## config.mk

```make
export PLATFORM = sky130hd
export DESIGN_NAME = systolic_feeder_flat
export DESIGN_NICKNAME = d
export VERILOG_FILES = /design/src/rtl/systolic_feeder_if.sv /design/src/rtl/systolic_feeder.sv /design/src/flat_wrapper.sv
export SDC_FILE = /design/constraint.sdc
export NUM_CORES = 1
export LEC_CHECK = 0
export CAP_MARGIN = 20
export CORE_ASPECT_RATIO = 0.9
export CORE_MARGIN = 3
export CORE_UTILIZATION = 25
export CTS_BUF_LIST = sky130_fd_sc_hd__clkbuf_16
export CTS_CLUSTER_DIAMETER = 40
export DETAILED_ROUTE_END_ITERATION = 10
export GPL_TIMING_DRIVEN = 0
export PLACE_DENSITY = 0.44
export SYNTH_ARGS = -nofsm -noshare
export SYNTH_HDL_FRONTEND = slang
export SYNTH_SLANG_ARGS = --single-unit
```

## constraint.sdc

```tcl
create_clock -name clk_i -period 17.4 [get_ports clk_i]
set_clock_uncertainty 0.1 [all_clocks]
set_input_delay 1.74 -clock clk_i [delete_from_list [all_inputs] [get_ports clk_i]]
set_output_delay 1.74 -clock clk_i [all_outputs]
set_load 0.005 [all_outputs]
```

## src/rtl/systolic_feeder_if.sv

```systemverilog
// systolic_feeder_if: job start, A/B operand load channel and skewed array-edge outputs.
interface systolic_feeder_if #(parameter int N = 4, parameter int DW = 8);
    logic            start, load_valid, load_ready, pe_clr, busy, done;
    logic [N*DW-1:0] load_a, load_b, a_edge, b_edge;
    modport master (output start, load_valid, load_a, load_b,
                    input  load_ready, a_edge, b_edge, pe_clr, busy, done);
    modport slave  (input  start, load_valid, load_a, load_b,
                    output load_ready, a_edge, b_edge, pe_clr, busy, done);
endinterface

```

## src/rtl/systolic_feeder.sv

```systemverilog
// systolic_feeder: buffers one A and one B matrix, then streams them diagonally skewed
// onto the left (a) and top (b) edges of an N x N systolic PE array.
module systolic_feeder #(parameter int N = 4, parameter int DW = 8) (
    input logic             clk_i,
    input logic             rst_ni,
    systolic_feeder_if.slave bus
);
    localparam int CW = $clog2(2 * N);
    localparam int AW = $clog2(N);
    localparam logic [2:0] IDLE = 3'd0, LOAD = 3'd1, STREAM = 3'd2, FLUSH = 3'd3, DONE = 3'd4;

    logic [2:0]      state_q, state_d;
    logic [CW-1:0]   cnt_q, cnt_d;
    logic [N*DW-1:0] a_q, a_d, b_q, b_d;
    logic [N*DW-1:0] buf_a_q [N];
    logic [N*DW-1:0] buf_b_q [N];
    logic            fire, last;

    assign fire = state_q == LOAD && bus.load_valid;
    assign last = fire && cnt_q == CW'(N - 1);

    // cnt doubles as the load beat index in LOAD and the step counter in STREAM/FLUSH
    always_comb begin
        state_d = state_q;
        cnt_d   = cnt_q;
        case (state_q)
            IDLE: begin
                state_d = bus.start ? LOAD : IDLE;
                cnt_d   = '0;
            end
            LOAD: begin
                cnt_d   = last ? '0 : cnt_q + CW'(fire);
                state_d = last ? STREAM : LOAD;
            end
            STREAM: begin
                state_d = cnt_q == CW'(2 * N - 2) ? FLUSH : STREAM;
                cnt_d   = cnt_q == CW'(2 * N - 2) ? '0 : cnt_q + 1'b1;
            end
            FLUSH: begin
                state_d = cnt_q == CW'(N - 2) ? DONE : FLUSH;
                cnt_d   = cnt_q == CW'(N - 2) ? '0 : cnt_q + 1'b1;
            end
            default: begin
                state_d = IDLE;
                cnt_d   = '0;
            end
        endcase
    end

    // Edge values are computed from the next step so the registered lanes line up with t
    for (genvar i = 0; i < N; i++) begin : g_lane
        logic [CW-1:0] d;
        logic          hit;
        assign d   = cnt_d - CW'(i);
        assign hit = state_d == STREAM && cnt_d >= CW'(i) && d < CW'(N);
        assign a_d[i*DW +: DW] = hit ? buf_a_q[d[AW-1:0]][i*DW +: DW] : '0;
        assign b_d[i*DW +: DW] = hit ? buf_b_q[d[AW-1:0]][i*DW +: DW] : '0;
    end

    always_ff @(posedge clk_i or negedge rst_ni)
        if (!rst_ni) begin
            state_q <= IDLE;
            cnt_q   <= '0;
            a_q     <= '0;
            b_q     <= '0;
        end else begin
            state_q <= state_d;
            cnt_q   <= cnt_d;
            a_q     <= a_d;
            b_q     <= b_d;
        end

    always_ff @(posedge clk_i)
        if (fire) begin
            buf_a_q[cnt_q[AW-1:0]] <= bus.load_a;
            buf_b_q[cnt_q[AW-1:0]] <= bus.load_b;
        end

    assign bus.load_ready = state_q == LOAD;
    assign bus.pe_clr     = last;
    assign bus.busy       = state_q != IDLE;
    assign bus.done       = state_q == DONE;
    assign bus.a_edge     = a_q;
    assign bus.b_edge     = b_q;
endmodule

```

## src/flat_wrapper.sv

```systemverilog
// flat-port wrapper written by rule: the top's interface ports become plain ports
module systolic_feeder_flat 
#(parameter int N = 4, parameter int DW = 8)
  (clk_i, rst_ni, bus_start, bus_load_valid, bus_load_a, bus_load_b, bus_load_ready, bus_a_edge, bus_b_edge, bus_pe_clr, bus_busy, bus_done);
  systolic_feeder_if #(.N(N), .DW(DW)) bus_i ();
  input logic clk_i;
  input logic rst_ni;
  input wire logic [$bits(bus_i.start)-1:0] bus_start;
  input wire logic [$bits(bus_i.load_valid)-1:0] bus_load_valid;
  input wire logic [$bits(bus_i.load_a)-1:0] bus_load_a;
  input wire logic [$bits(bus_i.load_b)-1:0] bus_load_b;
  output wire logic [$bits(bus_i.load_ready)-1:0] bus_load_ready;
  output wire logic [$bits(bus_i.a_edge)-1:0] bus_a_edge;
  output wire logic [$bits(bus_i.b_edge)-1:0] bus_b_edge;
  output wire logic [$bits(bus_i.pe_clr)-1:0] bus_pe_clr;
  output wire logic [$bits(bus_i.busy)-1:0] bus_busy;
  output wire logic [$bits(bus_i.done)-1:0] bus_done;
  assign bus_i.start = bus_start;
  assign bus_i.load_valid = bus_load_valid;
  assign bus_i.load_a = bus_load_a;
  assign bus_i.load_b = bus_load_b;
  assign bus_load_ready = bus_i.load_ready;
  assign bus_a_edge = bus_i.a_edge;
  assign bus_b_edge = bus_i.b_edge;
  assign bus_pe_clr = bus_i.pe_clr;
  assign bus_busy = bus_i.busy;
  assign bus_done = bus_i.done;
  systolic_feeder #(.N(N), .DW(DW)) u_core (.clk_i(clk_i), .rst_ni(rst_ni), .bus(bus_i));
endmodule
```

==> out/summary.md <==
## Routing
• 0 — number of DRC violations after detailed routing
• 30300 um — wire length reported by the detailed router
• 317 — number of DRC markers after the initial detailed-route iteration
• 0 — number of nets with antenna violations after routing
• 4.28 — via-per-instance ratio
• 6490 — vias
• 5 — first-pass iteration count of the detailed router
• 19.9 um — wire length per cell

## Placement
• 19400 um — HPWL after detailed placement
• 0.0144 sq mm — cell area after placement
• 0.669 — final weighted congestion of routability-driven global placement
• 10.60 ns — worst slack at placement
• 135 — buffers added on ports

## Setup path
• flip-flop — crit end category
• 0.74 ns — CP peak stage delay
• primary input — category of the worst setup path launch point
• sky130_fd_sc_hd__ha_1 — dominant cell type by count on the critical path
• 17.70 ns — Req. time, crit path
• clkdlybuf4s50_1 -> nand2_1 -> inv_1 -> ha_1 -> ha_1 -> a32oi_1 -> buf_2 -> buf_1 -> inv_1 -> ha_1 -> ha_1 -> o311ai_2 -> clkbuf_1 -> nor2b_1 — crit-path cells
• primary input to flip-flop — Setup Crit Path Kind
• sky130_fd_sc_hd__o311ai_2 — Critical-path top delay cell
• 12 — critical path peak fanout
• 6.29 ns — Worst Path Arrival

## Synthesis
• 18.5 sq um — Post-Syn Area per Cell
• sky130_fd_sc_hd__edfxtp_1 — prevailing post-synth register cell
• sky130_fd_sc_hd__edfxtp_1 — cell type contributing the most total cell area after synthesis
• 6.00% — multiplexer share of the synthesized area
• 0.937% — adder-cell area share of the yosys netlist
• 64.0% — area share of the largest cell type after synthesis
• 0 — Ys Warns
• 728 — total nets after synthesis
• 651 — Synth Instances
• 5.33% — fraction of the mapped netlist area in compound gates
• 256 — number of enable flip-flop cells after synthesis
• 21.5% — fraction of registers with async set or reset after synthesis
• 78.6% — register area share after synthesis
• 0.0120 sq mm — area of the mapped netlist
• 6.79% — basic-gate share of the synthesized area counting and, or, nand and nor cells
• 326 — synthesis-stage register bit count
• sky130_fd_sc_hd__edfxtp_1 (64%), sky130_fd_sc_hd__dfrtp_1 (15%), sky130_fd_sc_hd__mux4_2 (6.0%), sky130_fd_sc_hd__a311oi_1 (2.3%), sky130_fd_sc_hd__nand2_1 (2.1%) — synth top area cells
• 0.219% — XOR/XNOR share of the synthesized area
• 41 — Synth cell types
• simple AND/OR/NAND/NOR gates — largest family of logic cells by synthesized area

## Clocking
• built — CTS tree
• 0.56 ns — latest clock arrival within the worst-skew pair
• sky130_fd_sc_hd__clkbuf_16 — buffer type at the clock tree root
• 0 — post-CTS setup buffer count
• 326 — number of clock sinks seen by CTS
• 0 — number of hold-repair buffers added at the cts stage
• 2 — maximum level of the CTS H-tree
• 0.05 ns — Worst-path clk slew
• 0 — number of cells upsized or downsized after cts
• 3 — number of buffers on the longest clock path
• 51 — CTS Buf Count

## Timing
• 33.9% — worst-case headroom to the max-slew limit
• 5.99 ns — post-layout min period
• false — RSZ-0062 raised after global routing
• 34.4% — fin crit share
• 167 MHz — Peak Freq
• 0 — Finish-stage setup viols
• 0 — Hold Violations, Final
• 11.41 ns — final worst slack
• 0 — final-report max-slew violation count
• 0.987 ns — slew at the pin with the worst max-slew slack
• 0 ns — setup TNS after final layout

## Global route
• 0 — Congestion Overflow GR
• 45500 um — global-route wire length before repair
• 12.0% — total routing usage reported by global routing
• 48 — pin count of the biggest net entering global routing
• 7107 — via count of the first global-routing pass
• 4 — antenna violations before repair

## Finish
• 0.0163 sq mm — total non-filler cell area in the finished layout
• 4440 — total of fill cells in the finished design
• 18.0% — share of layout cells above drive strength 1
• 936 — Total Nets Final
• 34.7% — utilization after layout
• 35.6% — area added between synthesis and finish

## Power
• 3020 uW — PnR Total Power
• 0.00582 uW — Static Leakage
• 0.0835 mV — Worst IR Drop VDD
• 185 mW/mm^2 — PwrDens

## Floorplan
• 0.0470 sq mm — area of the core
• 237 um — die width
• 0.0507 sq mm — DIE AREA
• 214 um — floorplan die height
• 136 — number of I/O pins
• 25.6% — Initial Util
• 75 — standard-cell row count

## Status
• complete, no violations — outcome

## Worst hold path
• flip-flop to flip-flop — worst hold-check path type

## Flow run
• 0 — Max Cap Violations

synthesized netlist by cell type, types with 3 or more instances:
cell / instances
sky130_fd_sc_hd__dfrtp_1: 70
sky130_fd_sc_hd__xor2_1: 3
sky130_fd_sc_hd__clkbuf_1: 19
sky130_fd_sc_hd__a311oi_1: 32
sky130_fd_sc_hd__mux4_2: 32
sky130_fd_sc_hd__nand2b_1: 3
sky130_fd_sc_hd__nor2b_1: 33
sky130_fd_sc_hd__a211oi_1: 32
sky130_fd_sc_hd__buf_4: 5
sky130_fd_sc_hd__ha_1: 9
sky130_fd_sc_hd__and3_1: 34
sky130_fd_sc_hd__inv_1: 8
sky130_fd_sc_hd__a21oi_1: 5
sky130_fd_sc_hd__edfxtp_1: 256
sky130_fd_sc_hd__buf_6: 6
sky130_fd_sc_hd__buf_2: 4
sky130_fd_sc_hd__nand2_1: 68
area by class of cell:
| type | count | area (sq um) | share of cell area (%) |
|---|---|---|---|
| Antenna cell | 1 | 2.50 | 0.0154 |
| Buffer | 37 | 219 | 1.34 |
| Clock buffer | 53 | 1330 | 8.14 |
| Clock inverter | 42 | 518 | 3.18 |
| Inverter | 9 | 41.3 | 0.253 |
| Multi-Input combinational cell | 279 | 2340 | 14.4 |
| Sequential cell | 326 | 9440 | 57.9 |
| Tap cell | 616 | 771 | 4.73 |
| Timing Repair Buffer | 155 | 1640 | 10.1 |
power breakdown:
group | total [uW] | leakage [uW] | switching [uW] | internal [uW]
registers | 1010 | 0.00330 | 29.8 | 977
clock network | 1070 | 0.000910 | 358 | 716
logic | 934 | 0.00161 | 527 | 407
metal layers:
layer | share of wire (%) | global-route usage [%] | vias up
met1 | 45 | 16.0 | 3291
met5 | 0.15 | 0 | -
met4 | 2.4 | 4.15 | 6
met3 | 5.2 | 3.24 | 54
li1 | - | - | 2989
met2 | 47 | 19.0 | 150
logic make-up after synthesis:
family / Yosys count
simple gates: 155
compound gates: 80
fa+ha+maj: 9
xor+xnor: 3
mux: 32
buf+inv: 46
flops: 326
per-stage QoR:
step	hold WS [ns]	instances
after detailed placement	0.432	1422
after global routing	0.463	1517
after floorplan	0.414	651
final	0.437	1518
after CTS	0.436	1517
after global placement	0.432	1402
cell usage in the layout (no fill, tap or decap), types with 3 or more instances in the layout:
cell type,instances
sky130_fd_sc_hd__buf_2,4
sky130_fd_sc_hd__xor2_1,3
sky130_fd_sc_hd__clkbuf_1,19
sky130_fd_sc_hd__clkinv_2,3
sky130_fd_sc_hd__and3_1,33
sky130_fd_sc_hd__a21oi_1,5
sky130_fd_sc_hd__a311oi_1,32
sky130_fd_sc_hd__buf_6,17
sky130_fd_sc_hd__mux4_2,32
sky130_fd_sc_hd__inv_6,4
sky130_fd_sc_hd__ha_1,9
sky130_fd_sc_hd__clkinvlp_4,6
sky130_fd_sc_hd__dfrtp_1,70
sky130_fd_sc_hd__nor2b_1,33
sky130_fd_sc_hd__nand2b_1,3
sky130_fd_sc_hd__clkinv_4,5
sky130_fd_sc_hd__bufinv_16,11
sky130_fd_sc_hd__buf_8,4
sky130_fd_sc_hd__clkbuf_16,53
sky130_fd_sc_hd__buf_4,7
sky130_fd_sc_hd__inv_1,16
sky130_fd_sc_hd__a211oi_1,32
sky130_fd_sc_hd__nand2_1,68
sky130_fd_sc_hd__clkdlybuf4s50_1,134
sky130_fd_sc_hd__clkinv_1,5
sky130_fd_sc_hd__edfxtp_1,256
sky130_fd_sc_hd__buf_12,3
critical path: cells and delay by family:
kind | cells | cell delay [ns]
and+or+nand+nor | 2 | 0.39
buffers and inverters | 6 | 2.19
adders and majority gates | 4 | 0.92
AOI/OAI and AO/OA | 2 | 1.04
worst paths after layout:
check / startpoint / endpoint / slack (ns) / depth (start not counted)
max: bus_load_valid / u_core.bus.b_edge[30] / 11.41 / 14
min: u_core.buf_b_q[2][23] / u_core.bus.b_edge[23] / 0.44 / 2
max reg2reg: u_core.state_q[1] / u_core.bus.b_edge[30] / 12.28 / 15
min reg2reg: u_core.buf_b_q[2][23] / u_core.bus.b_edge[23] / 0.44 / 2
max in group asynchronous: rst_ni / u_core.bus.a_edge[24] / 15.54 / 2
min in group asynchronous: rst_ni / u_core.bus.a_edge[12] / 1.03 / 1
sequential cells by signal, summed over array words and instances (netlist names):
register,count
u_core.buf_a_q,128
u_core.buf_b_q,128
u_core.bus.a_edge,32
u_core.bus.b_edge,32
u_core.cnt_q,3
u_core.state_q,3
Note: power is estimated with default switching activity, not from simulation.
